--- config.mk ---
export PLATFORM = sky130hd
export DESIGN_NAME = lookup_top_flat
export DESIGN_NICKNAME = d
export VERILOG_FILES = /design/src/rtl/lookup_if.sv /design/src/rtl/lookup_top.sv /design/src/flat_wrapper.sv
export SDC_FILE = /design/constraint.sdc
export NUM_CORES = 2
export LEC_CHECK = 0
export CORE_ASPECT_RATIO = 1.75
export CORE_MARGIN = 2
export CORE_UTILIZATION = 35
export CTS_CLUSTER_DIAMETER = 120
export DETAILED_ROUTE_END_ITERATION = 6
export SYNTH_ARGS = -nofsm -noshare
export SYNTH_HDL_FRONTEND = slang
export SYNTH_SLANG_ARGS = --single-unit
--- constraint.sdc ---
create_clock -name clk -period 16.4 [get_ports clk]
set_clock_uncertainty 0.1 [all_clocks]
set_input_delay 3.28 -clock clk [delete_from_list [all_inputs] [get_ports clk]]
set_output_delay 3.28 -clock clk [all_outputs]
set_load 0.02 [all_outputs]
--- src/rtl/lookup_if.sv ---
// Host/memory-side signal bundle of the BCP lookup core: clause loading,
// unit-literal streaming and assignment-stack readout.
interface lookup_if #(
    parameter int LIT_W      = 8,
    parameter int NODE_DEPTH = 16
);
    localparam int PTR_W = $clog2(NODE_DEPTH) + 1;

    logic                 halt;
    logic [3*LIT_W-1:0]   node_in;
    logic                 node_in_valid;
    logic                 change_eng;
    logic [PTR_W-1:0]     dummy_ptr;
    logic                 dummy_ptr_valid;
    logic [LIT_W-1:0]     mem2uca;
    logic                 mem2uca_valid;
    logic                 mem2uca_done;
    logic                 conflict;
    logic                 mstack_pop;
    logic                 mstack_empty;
    logic [LIT_W-1:0]     mstack_lit;

    modport master (
        output halt, node_in, node_in_valid, change_eng, dummy_ptr, dummy_ptr_valid,
               mem2uca, mem2uca_valid, mem2uca_done, mstack_pop,
        input  conflict, mstack_empty, mstack_lit
    );

    modport slave (
        input  halt, node_in, node_in_valid, change_eng, dummy_ptr, dummy_ptr_valid,
               mem2uca, mem2uca_valid, mem2uca_done, mstack_pop,
        output conflict, mstack_empty, mstack_lit
    );
endinterface

--- src/rtl/lookup_top.sv ---
// BCP lookup core: propagates queued unit literals through clause nodes held in
// NUM_ENGINE parallel engines, stacks every assignment and flags empty clauses.
module lookup_top #(
    parameter int NUM_ENGINE = 4,
    parameter int LIT_W      = 8,
    parameter int NODE_DEPTH = 16,
    parameter int UQ_DEPTH   = 16,
    parameter int MS_DEPTH   = 32
) (
    input  logic    clk,
    input  logic    rst_n,
    lookup_if.slave bus
);
    localparam int PTR_W = $clog2(NODE_DEPTH) + 1;
    localparam int AW    = PTR_W - 1;
    localparam int ENG_W = (NUM_ENGINE > 1) ? $clog2(NUM_ENGINE) : 1;
    localparam int UQ_AW = (UQ_DEPTH > 1) ? $clog2(UQ_DEPTH) : 1;
    localparam int UQ_CW = $clog2(UQ_DEPTH + 1);
    localparam int MS_AW = (MS_DEPTH > 1) ? $clog2(MS_DEPTH) : 1;
    localparam int MS_CW = $clog2(MS_DEPTH + 1);

    typedef logic signed [LIT_W-1:0] lit_t;
    typedef logic [PTR_W-1:0]        ptr_t;
    typedef struct packed {
        lit_t [2:0] lit;
    } node_t;
    typedef enum logic [1:0] {IDLE, FETCH, SCAN, DONE} state_t;

    state_t state, state_next;
    ptr_t   idx, max_end;
    lit_t   cur_lit, neg_lit;
    logic   conflict_q, done_seen;
    logic   scan_go, drain_go, pend_last;

    node_t                 node_mem [NUM_ENGINE][NODE_DEPTH];
    logic [NODE_DEPTH-1:0] alive    [NUM_ENGINE];
    ptr_t                  wr_ptr   [NUM_ENGINE];
    ptr_t                  end_ptr  [NUM_ENGINE];
    logic [ENG_W-1:0]      eng_sel;
    logic [AW-1:0]         idx_a;

    logic [NUM_ENGINE-1:0] pend_valid;
    lit_t                  pend_lit [NUM_ENGINE];
    logic [ENG_W-1:0]      drain_sel;

    node_t                 upd_node [NUM_ENGINE];
    lit_t                  gen_lit  [NUM_ENGINE];
    logic [1:0]            nz_cnt   [NUM_ENGINE];
    logic [NUM_ENGINE-1:0] sat, clr, active, upd_we, kill, gen, confl;

    lit_t             uq_mem [UQ_DEPTH];
    logic [UQ_AW-1:0] uq_rd, uq_wr;
    logic [UQ_CW-1:0] uq_cnt;
    logic             uq_pop, uq_push, uq_push_ok;
    lit_t             uq_push_lit;

    lit_t             ms_mem [MS_DEPTH];
    logic [MS_CW-1:0] ms_cnt;
    logic [MS_AW-1:0] ms_top_a;
    logic             ms_push, ms_pop, ms_full;

    assign idx_a   = idx[AW-1:0];
    assign neg_lit = -cur_lit;

    // Per-engine node evaluation against the current literal at idx.
    always_comb begin
        // NOTE: every combinational output gets a default first, so no path can infer a latch.
        scan_go = (state == SCAN) && !bus.halt && (pend_valid == '0);
        for (int e = 0; e < NUM_ENGINE; e++) begin
            upd_node[e] = node_mem[e][idx_a];
            sat[e]      = 1'b0;
            clr[e]      = 1'b0;
            nz_cnt[e]   = '0;
            gen_lit[e]  = '0;
            for (int f = 0; f < 3; f++) begin
                if (node_mem[e][idx_a].lit[f] == cur_lit) sat[e] = 1'b1;
                if (node_mem[e][idx_a].lit[f] == neg_lit) begin
                    upd_node[e].lit[f] = '0;
                    clr[e]             = 1'b1;
                end else if (node_mem[e][idx_a].lit[f] != '0) begin
                    nz_cnt[e]  = nz_cnt[e] + 2'd1;
                    gen_lit[e] = node_mem[e][idx_a].lit[f];
                end
            end
            active[e] = scan_go && (idx < end_ptr[e]) && alive[e][idx_a];
            upd_we[e] = active[e] && !sat[e] && clr[e];
            gen[e]    = upd_we[e] && (nz_cnt[e] == 2'd1);
            confl[e]  = upd_we[e] && (nz_cnt[e] == 2'd0);
            kill[e]   = (active[e] && sat[e]) || gen[e];
        end
    end

    always_comb begin
        max_end   = '0;
        drain_sel = '0;
        for (int e = 0; e < NUM_ENGINE; e++) begin
            if (end_ptr[e] > max_end) max_end = end_ptr[e];
        end
        for (int e = NUM_ENGINE - 1; e >= 0; e--) begin
            if (pend_valid[e]) drain_sel = ENG_W'(e);
        end
        drain_go  = (state == SCAN) && !bus.halt && (pend_valid != '0);
        pend_last = ((pend_valid & (pend_valid - 1'b1)) == '0);
    end

    always_comb begin
        state_next = state;
        unique case (state)
            IDLE:  if (!bus.halt) state_next = FETCH;
            FETCH: if (!bus.halt) begin
                if (uq_cnt != '0)   state_next = SCAN;
                else if (done_seen) state_next = DONE;
            end
            SCAN:  if (!bus.halt) begin
                if (drain_go) begin
                    if (pend_last && (idx >= max_end)) state_next = FETCH;
                end else if (((idx + 1'b1) >= max_end) && (gen == '0)) begin
                    state_next = FETCH;
                end
            end
            DONE:  state_next = DONE;
        endcase
        if (!bus.halt && (conflict_q || (confl != '0))) state_next = DONE;
    end

    always_ff @(posedge clk or posedge rst_n) begin
        if (rst_n) begin
            state      <= IDLE;
            idx        <= '0;
            cur_lit    <= '0;
            conflict_q <= 1'b0;
            done_seen  <= 1'b0;
            pend_valid <= '0;
            for (int e = 0; e < NUM_ENGINE; e++) pend_lit[e] <= '0;
        end else begin
            // NOTE: registered state uses non-blocking assignments only, so every reader sees pre-edge values.
            state <= state_next;
            if (bus.mem2uca_done) done_seen  <= 1'b1;
            if (confl != '0)      conflict_q <= 1'b1;
            if (uq_pop) begin
                idx     <= '0;
                cur_lit <= uq_mem[uq_rd];
            end else if (scan_go) begin
                idx <= idx + 1'b1;
            end
            for (int e = 0; e < NUM_ENGINE; e++) begin
                if (gen[e]) begin
                    pend_valid[e] <= 1'b1;
                    pend_lit[e]   <= gen_lit[e];
                end else if (drain_go && (drain_sel == ENG_W'(e))) begin
                    pend_valid[e] <= 1'b0;
                end
            end
        end
    end

    // Load path: only while halted. dummy_ptr is applied after the write so it wins.
    always_ff @(posedge clk or posedge rst_n) begin
        if (rst_n) begin
            eng_sel <= '0;
            for (int e = 0; e < NUM_ENGINE; e++) begin
                wr_ptr[e]  <= '0;
                end_ptr[e] <= '0;
                alive[e]   <= '0;
            end
        end else begin
            for (int e = 0; e < NUM_ENGINE; e++) begin
                if (bus.halt && bus.node_in_valid && (eng_sel == ENG_W'(e)) &&
                    (wr_ptr[e] != ptr_t'(NODE_DEPTH))) begin
                    alive[e][wr_ptr[e][AW-1:0]] <= 1'b1;
                    wr_ptr[e]  <= wr_ptr[e] + 1'b1;
                    end_ptr[e] <= wr_ptr[e] + 1'b1;
                end
                if (bus.halt && bus.dummy_ptr_valid && (eng_sel == ENG_W'(e)))
                    end_ptr[e] <= bus.dummy_ptr;
                if (kill[e]) alive[e][idx_a] <= 1'b0;
            end
            if (bus.halt && bus.change_eng)
                eng_sel <= (eng_sel == ENG_W'(NUM_ENGINE - 1)) ? '0 : eng_sel + 1'b1;
        end
    end

    // NOTE: storage arrays carry no reset; alive bits and counters qualify every read.
    always_ff @(posedge clk) begin
        for (int e = 0; e < NUM_ENGINE; e++) begin
            if (bus.halt && bus.node_in_valid && (eng_sel == ENG_W'(e)) &&
                (wr_ptr[e] != ptr_t'(NODE_DEPTH)))
                node_mem[e][wr_ptr[e][AW-1:0]] <= node_t'(bus.node_in);
            else if (upd_we[e])
                node_mem[e][idx_a] <= upd_node[e];
        end
    end

    // Unit queue: a draining pending unit pre-empts mem2uca in the same cycle.
    assign uq_pop      = (state == FETCH) && !bus.halt && (uq_cnt != '0);
    assign uq_push     = drain_go || bus.mem2uca_valid;
    assign uq_push_lit = drain_go ? pend_lit[drain_sel] : lit_t'(bus.mem2uca);
    assign uq_push_ok  = uq_push && (uq_cnt != UQ_CW'(UQ_DEPTH));

    always_ff @(posedge clk or posedge rst_n) begin
        if (rst_n) begin
            uq_rd  <= '0;
            uq_wr  <= '0;
            uq_cnt <= '0;
        end else begin
            if (uq_push_ok) uq_wr <= (uq_wr == UQ_AW'(UQ_DEPTH - 1)) ? '0 : uq_wr + 1'b1;
            if (uq_pop)     uq_rd <= (uq_rd == UQ_AW'(UQ_DEPTH - 1)) ? '0 : uq_rd + 1'b1;
            uq_cnt <= uq_cnt + UQ_CW'(uq_push_ok) - UQ_CW'(uq_pop);
        end
    end

    always_ff @(posedge clk) begin
        if (uq_push_ok) uq_mem[uq_wr] <= uq_push_lit;
    end

    // Assignment stack: a same-cycle pop and push replaces the top in place.
    assign ms_push  = uq_pop;
    assign ms_pop   = bus.mstack_pop && (ms_cnt != '0);
    assign ms_full  = (ms_cnt == MS_CW'(MS_DEPTH));
    assign ms_top_a = MS_AW'(ms_cnt - 1'b1);

    always_ff @(posedge clk or posedge rst_n) begin
        if (rst_n) begin
            ms_cnt <= '0;
        end else if (ms_pop && !ms_push) begin
            ms_cnt <= ms_cnt - 1'b1;
        end else if (!ms_pop && ms_push && !ms_full) begin
            ms_cnt <= ms_cnt + 1'b1;
        end
    end

    always_ff @(posedge clk) begin
        if (ms_pop && ms_push)
            ms_mem[ms_top_a] <= uq_mem[uq_rd];
        else if (ms_push && !ms_full)
            ms_mem[ms_cnt[MS_AW-1:0]] <= uq_mem[uq_rd];
    end

    assign bus.conflict     = conflict_q;
    assign bus.mstack_empty = (ms_cnt == '0);
    assign bus.mstack_lit   = (ms_cnt == '0) ? '0 : ms_mem[ms_top_a];
endmodule

--- src/flat_wrapper.sv ---
// flat-port wrapper written by rule: the top's interface ports become plain ports
module lookup_top_flat 
#(
    parameter int NUM_ENGINE = 4,
    parameter int LIT_W      = 8,
    parameter int NODE_DEPTH = 16,
    parameter int UQ_DEPTH   = 16,
    parameter int MS_DEPTH   = 32
)
  (clk, rst_n, bus_halt, bus_node_in, bus_node_in_valid, bus_change_eng, bus_dummy_ptr, bus_dummy_ptr_valid, bus_mem2uca, bus_mem2uca_valid, bus_mem2uca_done, bus_mstack_pop, bus_conflict, bus_mstack_empty, bus_mstack_lit);
  lookup_if #(.LIT_W(LIT_W), .NODE_DEPTH(NODE_DEPTH)) bus_i ();
  input  logic clk;
  input  logic rst_n;
  input wire logic [$bits(bus_i.halt)-1:0] bus_halt;
  input wire logic [$bits(bus_i.node_in)-1:0] bus_node_in;
  input wire logic [$bits(bus_i.node_in_valid)-1:0] bus_node_in_valid;
  input wire logic [$bits(bus_i.change_eng)-1:0] bus_change_eng;
  input wire logic [$bits(bus_i.dummy_ptr)-1:0] bus_dummy_ptr;
  input wire logic [$bits(bus_i.dummy_ptr_valid)-1:0] bus_dummy_ptr_valid;
  input wire logic [$bits(bus_i.mem2uca)-1:0] bus_mem2uca;
  input wire logic [$bits(bus_i.mem2uca_valid)-1:0] bus_mem2uca_valid;
  input wire logic [$bits(bus_i.mem2uca_done)-1:0] bus_mem2uca_done;
  input wire logic [$bits(bus_i.mstack_pop)-1:0] bus_mstack_pop;
  output wire logic [$bits(bus_i.conflict)-1:0] bus_conflict;
  output wire logic [$bits(bus_i.mstack_empty)-1:0] bus_mstack_empty;
  output wire logic [$bits(bus_i.mstack_lit)-1:0] bus_mstack_lit;
  assign bus_i.halt = bus_halt;
  assign bus_i.node_in = bus_node_in;
  assign bus_i.node_in_valid = bus_node_in_valid;
  assign bus_i.change_eng = bus_change_eng;
  assign bus_i.dummy_ptr = bus_dummy_ptr;
  assign bus_i.dummy_ptr_valid = bus_dummy_ptr_valid;
  assign bus_i.mem2uca = bus_mem2uca;
  assign bus_i.mem2uca_valid = bus_mem2uca_valid;
  assign bus_i.mem2uca_done = bus_mem2uca_done;
  assign bus_i.mstack_pop = bus_mstack_pop;
  assign bus_conflict = bus_i.conflict;
  assign bus_mstack_empty = bus_i.mstack_empty;
  assign bus_mstack_lit = bus_i.mstack_lit;
  lookup_top #(.NUM_ENGINE(NUM_ENGINE), .LIT_W(LIT_W), .NODE_DEPTH(NODE_DEPTH), .UQ_DEPTH(UQ_DEPTH), .MS_DEPTH(MS_DEPTH)) u_core (.clk(clk), .rst_n(rst_n), .bus(bus_i));
endmodule
* After elaboration in Yosys (flattened, before gate mapping)
Memory sizes are Yosys's and may differ from the RTL's. Cells that the tools add are included. W data, S select, Z words.
Storage, ports and cells: logic and storage cells 3558, memories kept 3, memory bits (writable) 1920, output and inout port bits 10, bits in registers 178, bits of input ports 46
Memories:
- u_core.node_mem | depth 4, bits a word 384, read ports 4, clocked after memory_dff 0, wr ports 4, RTL line lookup_top.sv:35 | node_t node_mem [NUM_ENGINE][NODE_DEPTH];
- u_core.ms_mem | depth 32, bits a word 8, read ports 1, clocked after memory_dff 0, wr ports 1, RTL line lookup_top.sv:57 | lit_t ms_mem [MS_DEPTH];
- u_core.uq_mem | depth 16, bits a word 8, read ports 1, clocked after memory_dff 0, wr ports 1, RTL line lookup_top.sv:51 | lit_t uq_mem [UQ_DEPTH];
Cells by class: bitwise operators 1552, reduce and logical (&&, ||, !) cells 125, equality and inequality tests 51, order comparisons 31, mux-type cells 1744, add/sub/neg operators 22
Operator list (count):
- $mux W384 | 8
- $mux W1 | 1601
- $or A1 B1 Y1 | 1536
- $demux W24 S4 | 5
- $bmux W24 S4 | 4
- $mux W8 | 41
- $mux W24 | 13
- $eq A8 B8 Y1 | 24
- $mux W16 | 8
- $reduce_bool A8 Y1 | 12
- $mux W5 | 15
- $logic_and A1 B1 Y1 | 72
- $mux W2 | 34
- $and A16 B16 Y16 | 4
- $or A16 B16 Y16 | 4
- $add A5 B1 Y5 const B | 5
- $ge A5 B5 Y1 const B | 5
- $lt A4 B5 Y1 const B | 5
- $lt A5 B1 Y1 const B | 5
- $ne A5 B5 Y1 const B | 5
- $not A4 Y5 | 5
- $demux W1 S4 | 5
- $ge A4 B1 Y1 const B | 5
- $lt A5 B5 Y1 | 4
- other kinds (40) | 100

* Longest topological paths before layout
depth in word-level cells 22, mapped depth 36, gate-level depth less buffers 36

* Worst setup path before layout
No wires, ideal clock.
path type input-to-reg, from input port bus_halt, to memory u_core.node_mem[0][312] (netlist bit) (enable), cell stages on the path 7, arrival 6.424 ns, data required time 15.858 ns, setup slack 9.434 ns, path buffers 3, setup time 0.442 ns, cell sequence clkbuf_1 -> clkbuf_1 -> nand3_1 -> a31oi_1 -> clkbuf_1 -> nand2_1 -> o31ai_1
RTL lines:
- start: declaration | RTL line flat_wrapper.sv:14 | input wire logic [$bits(bus_i.halt)-1:0] bus_halt;
- end: declaration | RTL line lookup_top.sv:35

* Worst setup path in the final report
from register u_core.ms_cnt[0], to output port bus_mstack_lit[7]
On the way: cells in the longest elaborated chain, start to end 3, elaborated cells between the ends (all ways) 4, those cells by class add/sub: 1; mux: 1; reduce/logical: 1; memory: 1
RTL lines:
- start: declaration | RTL line lookup_top.sv:58 | logic [MS_CW-1:0] ms_cnt;
- start signal: assignment | RTL line lookup_top.sv:226 | ms_cnt <= ms_cnt - 1'b1;
- start signal: assignment | RTL line lookup_top.sv:228 | ms_cnt <= ms_cnt + 1'b1;
- $sub A6 B1 Y6 | RTL line lookup_top.sv:220 | assign ms_top_a = MS_AW'(ms_cnt - 1'b1);
- $mem_v2 Z32 W8
- $mux W8 * | RTL line lookup_top.sv:241 | assign bus.mstack_lit = (ms_cnt == '0) ? '0 : ms_mem[ms_top_a];
- end: declaration | RTL line flat_wrapper.sv:26 | output wire logic [$bits(bus_i.mstack_lit)-1:0] bus_mstack_lit;
Every way passes the cells marked *; elsewhere a longest branch is shown, timed or not.

==> out/results.txt <==
Most used flip-flop cell after synthesis: sky130_fd_sc_hd__edfxtp_1. The tools report the filler cell count as 28400. The tools report the origin of the worst setup path as u_core.ms_cnt[0]$_DFFE_PP0P_. The count of placed standard cells including taps is 11700, and the post-detailed-routing wire length is 387000 um.

Number of failing hold endpoints at the final stage: 0. The class of the tightest hold or removal check is flip-flop to flip-flop. STA classifies the critical path startpoint as a flip-flop. The critical path contains buffers and inverters numbering 3 combined.

Data arrives at the worst endpoint at 4.91 ns. In this run, post-CTS hold repair placed 0 buffers. Entering global routing, the biggest net connects 111 pins. The finished layout holds 12100 standard cells, fillers aside. The first TritonRoute pass finished after 7 iterations.

After the first detailed-routing iteration, the DRC count stood at 7756. The depth of the worst register-to-register path works out to 12. The fraction of post-synthesis cell area in the top cell type by area was 0.537. The die is 423 um wide. The number of global-route vias before repair is 71400, and the number of max-slew violations in the final report is 2. Counting buffers and inverters, the worst setup path is 8 cells deep. The flow ran to the end, but the final reports show violations.

The synthesized flop and latch total came out at 2098. Leaving out fill and tap cells, the most frequent cell in the layout is sky130_fd_sc_hd__edfxtp_1. Static timing analysis puts the maximum clock frequency at 0.121 GHz. Family with the most delay on the worst path: buffers and inverters.

The initial antenna violation count came out at 22. The tools report the number of unique standard cell types used by synthesis as 93. The worst setup path is captured at a primary output.

The clock passes through at most 4 buffers. The clock transition at the register clock pins on the worst setup and hold paths after CTS was 0.07 ns; the core box area was 306000 um^2. In the layout the commonest cells are 1920 x sky130_fd_sc_hd__edfxtp_1, 1298 x sky130_fd_sc_hd__nand2_1, 846 x sky130_fd_sc_hd__o21ai_0.

IR analysis of the VDD net gives a maximum drop of 0.106 mV. The first global-routing pass estimated 537000 um of wire. The met2 capacity usage during global routing is 0.426, and the number of nets produced by synthesis is 8395.

Max-cap violation count: 1. At the end of routability-driven placement, the weighted congestion stood at 0.965. The tools report the end point of the critical path as bus_mstack_lit[7]. The worst-case headroom to the max-slew limit came out at -0.152. The tools report the cell at the root of the clock tree as sky130_fd_sc_hd__clkbuf_16. The biggest cell delay along the critical path works out to 0.74 ns.

The period utilization is 0.505. Starting density of the core: 0.351. The H-tree was split into 4 levels.

The number of vias per cell after detailed routing came out at 5.88. Setup repair after global routing left no endpoint under its margin. The number of DRC violations after detailed routing came out at 0.

The total congestion overflow after global routing is 0, and the worst hold slack across all endpoints is 0.397 ns. For this run, the post-layout net count is 8011. Master of the slowest instance on the critical path: sky130_fd_sc_hd__buf_4. TritonCTS built the clock tree.

The number of placement rows was 269. In this run the remaining antenna-violating nets after routing total 0. By instance count, the cell type seen most on the critical path is sky130_fd_sc_hd__mux4_2. The terminus of the critical flop-to-flop path is u_core.node_mem[2][30]$_DFFE_PP_. The type of the worst setup path is flip-flop to primary output. The detailed-route via count was 71200. The share of synthesized flip-flops with an asynchronous set or reset was 0.0848; the endpoint required time on the critical path was 13.02 ns. Buffers inserted during clock tree synthesis total 199.

The cell count after synthesis is 8264. The met1 layer usage reported by global route is 0.247. The mean instance size in the synthesized netlist came out at 13.0 um^2. In this run the power density over the cells is 156 nW/um^2. At the later pin of the worst-skew pair, clock insertion delay measures 0.93 ns. The detailed placement HPWL is 253000 um.

The time the worst path needs with I/O delays and setup was 8.29 ns; the post-CTS setup buffer count was 0. The mapped netlist covers 107000 um^2. The maximum net fanout on the critical path is 69, and the relative area change from synthesis to final layout is 9.22%. For the share of synthesized area occupied by flip-flops and latches, the log shows 0.578. For this run, the number of Yosys warnings is 0. The logs give 0.0410 for the met3 demand-to-capacity share in global routing and 0 for the post-cts repair resize count.

Detail-routed net length per standard cell: 32.0 um. In this run the critical register-to-register path is launched from u_core.idx[3]$_DFFE_PP0P_. Input and output buffers added on the ports amount to 55.

For the pin with the worst max-slew slack, the measured transition is 1.71 ns. Walking the worst path, the cells encountered are inv_1 > ha_2 > buf_4 > mux4_2 > mux4_2 > mux2i_1 > nor2_1 > clkdlybuf4s50_1. The highest-utilization routing layer at the global route stage is met2. The run gives 8.25 ns as the register-to-register setup slack.

Yosys mapped a number of flops with a built-in enable equal to 1920. The die covers 312000 um^2. Adding up every negative setup slack in the final design gives 0 ns. The checks that failed: max-capacitance violations, max-slew violations.

56 I/O pins were placed. The total routing usage reported by global routing is 0.243, and the final setup violation count is 0. The layout cell share with drive strength beyond 1 works out to 0.200. From bottom edge to top edge, the die measures 737 um. The post-synthesis cell type with the largest combined area was sky130_fd_sc_hd__edfxtp_1.

Static power due to leakage: 0.0407 uW. Sorting the synthesized cells by area gives the leading types as sky130_fd_sc_hd__edfxtp_1 54%, sky130_fd_sc_hd__mux4_2 10%, sky130_fd_sc_hd__nand2_1 4.7%. For the clock sink total, the log shows 2098.
[worst min path at each step]
stage / startpoint / endpoint / slack (ns) / cells after the start
after global routing: u_core.pend_lit[29]$_DFFE_PP0P_ / u_core.pend_lit[29]$_DFFE_PP0P_ / 0.42 / 1
final: u_core.pend_lit[9]$_DFFE_PP0P_ / u_core.pend_lit[9]$_DFFE_PP0P_ / 0.40 / 2
after floorplan: u_core.done_seen$_DFFE_PP0P_ / u_core.done_seen$_DFFE_PP0P_ / 0.34 / 1
after global placement: u_core.pend_lit[15]$_DFFE_PP0P_ / u_core.pend_lit[15]$_DFFE_PP0P_ / 0.36 / 2
after detailed placement: u_core.pend_lit[30]$_DFFE_PP0P_ / u_core.pend_lit[30]$_DFFE_PP0P_ / 0.38 / 1
after CTS: u_core.pend_lit[9]$_DFFE_PP0P_ / u_core.pend_lit[9]$_DFFE_PP0P_ / 0.40 / 2
[worst register-to-register path: stages (launching register included)]
cell                        delay, ns
sky130_fd_sc_hd__dfrtp_4         0.84
sky130_fd_sc_hd__buf_4           0.76
sky130_fd_sc_hd__buf_4           0.58
sky130_fd_sc_hd__mux4_2          0.38
sky130_fd_sc_hd__mux2i_1         0.61
sky130_fd_sc_hd__mux2_1          0.30
sky130_fd_sc_hd__xnor2_1         0.07
sky130_fd_sc_hd__or4b_1          0.59
sky130_fd_sc_hd__nor4b_4         0.81
sky130_fd_sc_hd__inv_2           0.16
sky130_fd_sc_hd__a2111oi_4       0.75
sky130_fd_sc_hd__and2_2          0.91
sky130_fd_sc_hd__a31o_2          0.83
[registers in the layout, summed over array words and instances (netlist names)]
name and count:
u_core.alive 64, u_core.bus.conflict 1, u_core.cur_lit 8, u_core.done_seen 1
u_core.end_ptr 20, u_core.eng_sel 2, u_core.idx 5, u_core.ms_cnt 6
u_core.ms_mem 256, u_core.node_mem 1536, u_core.pend_lit 32, u_core.pend_valid 4
u_core.state 2, u_core.uq_cnt 5, u_core.uq_mem 128, u_core.uq_rd 4
u_core.uq_wr 4, u_core.wr_ptr 20
[cell families after synthesis]
group,after synthesis,share of synthesized area
xor gates and xnor gates,239,0.0195
adders and majority gates,85,0.00997
buffers and inverters,930,0.0429
DFF,2098,0.578
muxes,1238,0.180
AOI/OAI and AO/OA,1704,0.0892
and+or+nand+nor,1970,0.0799
[stage by stage]
step / cell area, um^2 / utilization / worst slack [ns] / total power [uW]
2_1_floorplan: 107000 / - / 8.19 / 10800
3_3_place_gp: 111000 / 0.362 / 8.21 / 13400
3_5_place_dp: 111000 / 0.362 / 8.08 / 13500
4_1_cts: 117000 / 0.383 / 7.99 / 18300
5_1_grt: 117000 / 0.383 / 7.91 / 18900
6_report: 117000 / 0.384 / 8.11 / 18300
[routing by layer]
metal	share of wire	vias up
met5	0.00016	-
met4	0.11	8
met3	0.066	1345
met2	0.50	3535
met1	0.32	36000
li1	-	30200
[synthesized netlist by cell type (68+ instances only)]
library cell,instances
sky130_fd_sc_hd__a21oi_1,172
sky130_fd_sc_hd__a22oi_1,99
sky130_fd_sc_hd__a31oi_1,74
sky130_fd_sc_hd__buf_1,173
sky130_fd_sc_hd__buf_2,179
sky130_fd_sc_hd__buf_6,84
sky130_fd_sc_hd__clkbuf_1,373
sky130_fd_sc_hd__dfrtp_1,178
sky130_fd_sc_hd__edfxtp_1,1920
sky130_fd_sc_hd__ha_1,84
sky130_fd_sc_hd__inv_1,68
sky130_fd_sc_hd__mux2_1,229
sky130_fd_sc_hd__mux2_2,358
sky130_fd_sc_hd__mux2i_1,152
sky130_fd_sc_hd__mux4_2,495
sky130_fd_sc_hd__nand2_1,1339
sky130_fd_sc_hd__nand3_1,74
sky130_fd_sc_hd__nor2_1,185
sky130_fd_sc_hd__o21ai_0,855
sky130_fd_sc_hd__o21ai_1,287
sky130_fd_sc_hd__xnor2_1,166
sky130_fd_sc_hd__xor2_1,73
[power by group]
part           switching (uW)  total (uW)  internal (uW)
Sequential                276        6590           6310
Combinational            4720        6970           2240
Clock                    2140        4780           2640
Total                    7140       18300          11200
[cell type report]
class | count | area (um^2) | area share
flip-flops and latches | 2098 | 62100 | 0.530
multi-input cells | 5236 | 41300 | 0.352
clock buffers | 241 | 5180 | 0.0441
well taps | 4065 | 5090 | 0.0433
repair buffers | 272 | 2080 | 0.0177
clock inverters | 109 | 1250 | 0.0107
inverters | 73 | 287 | 0.00244
diodes | 11 | 27.5 | 0.000235
Note: power is estimated with default switching activity, not from simulation.
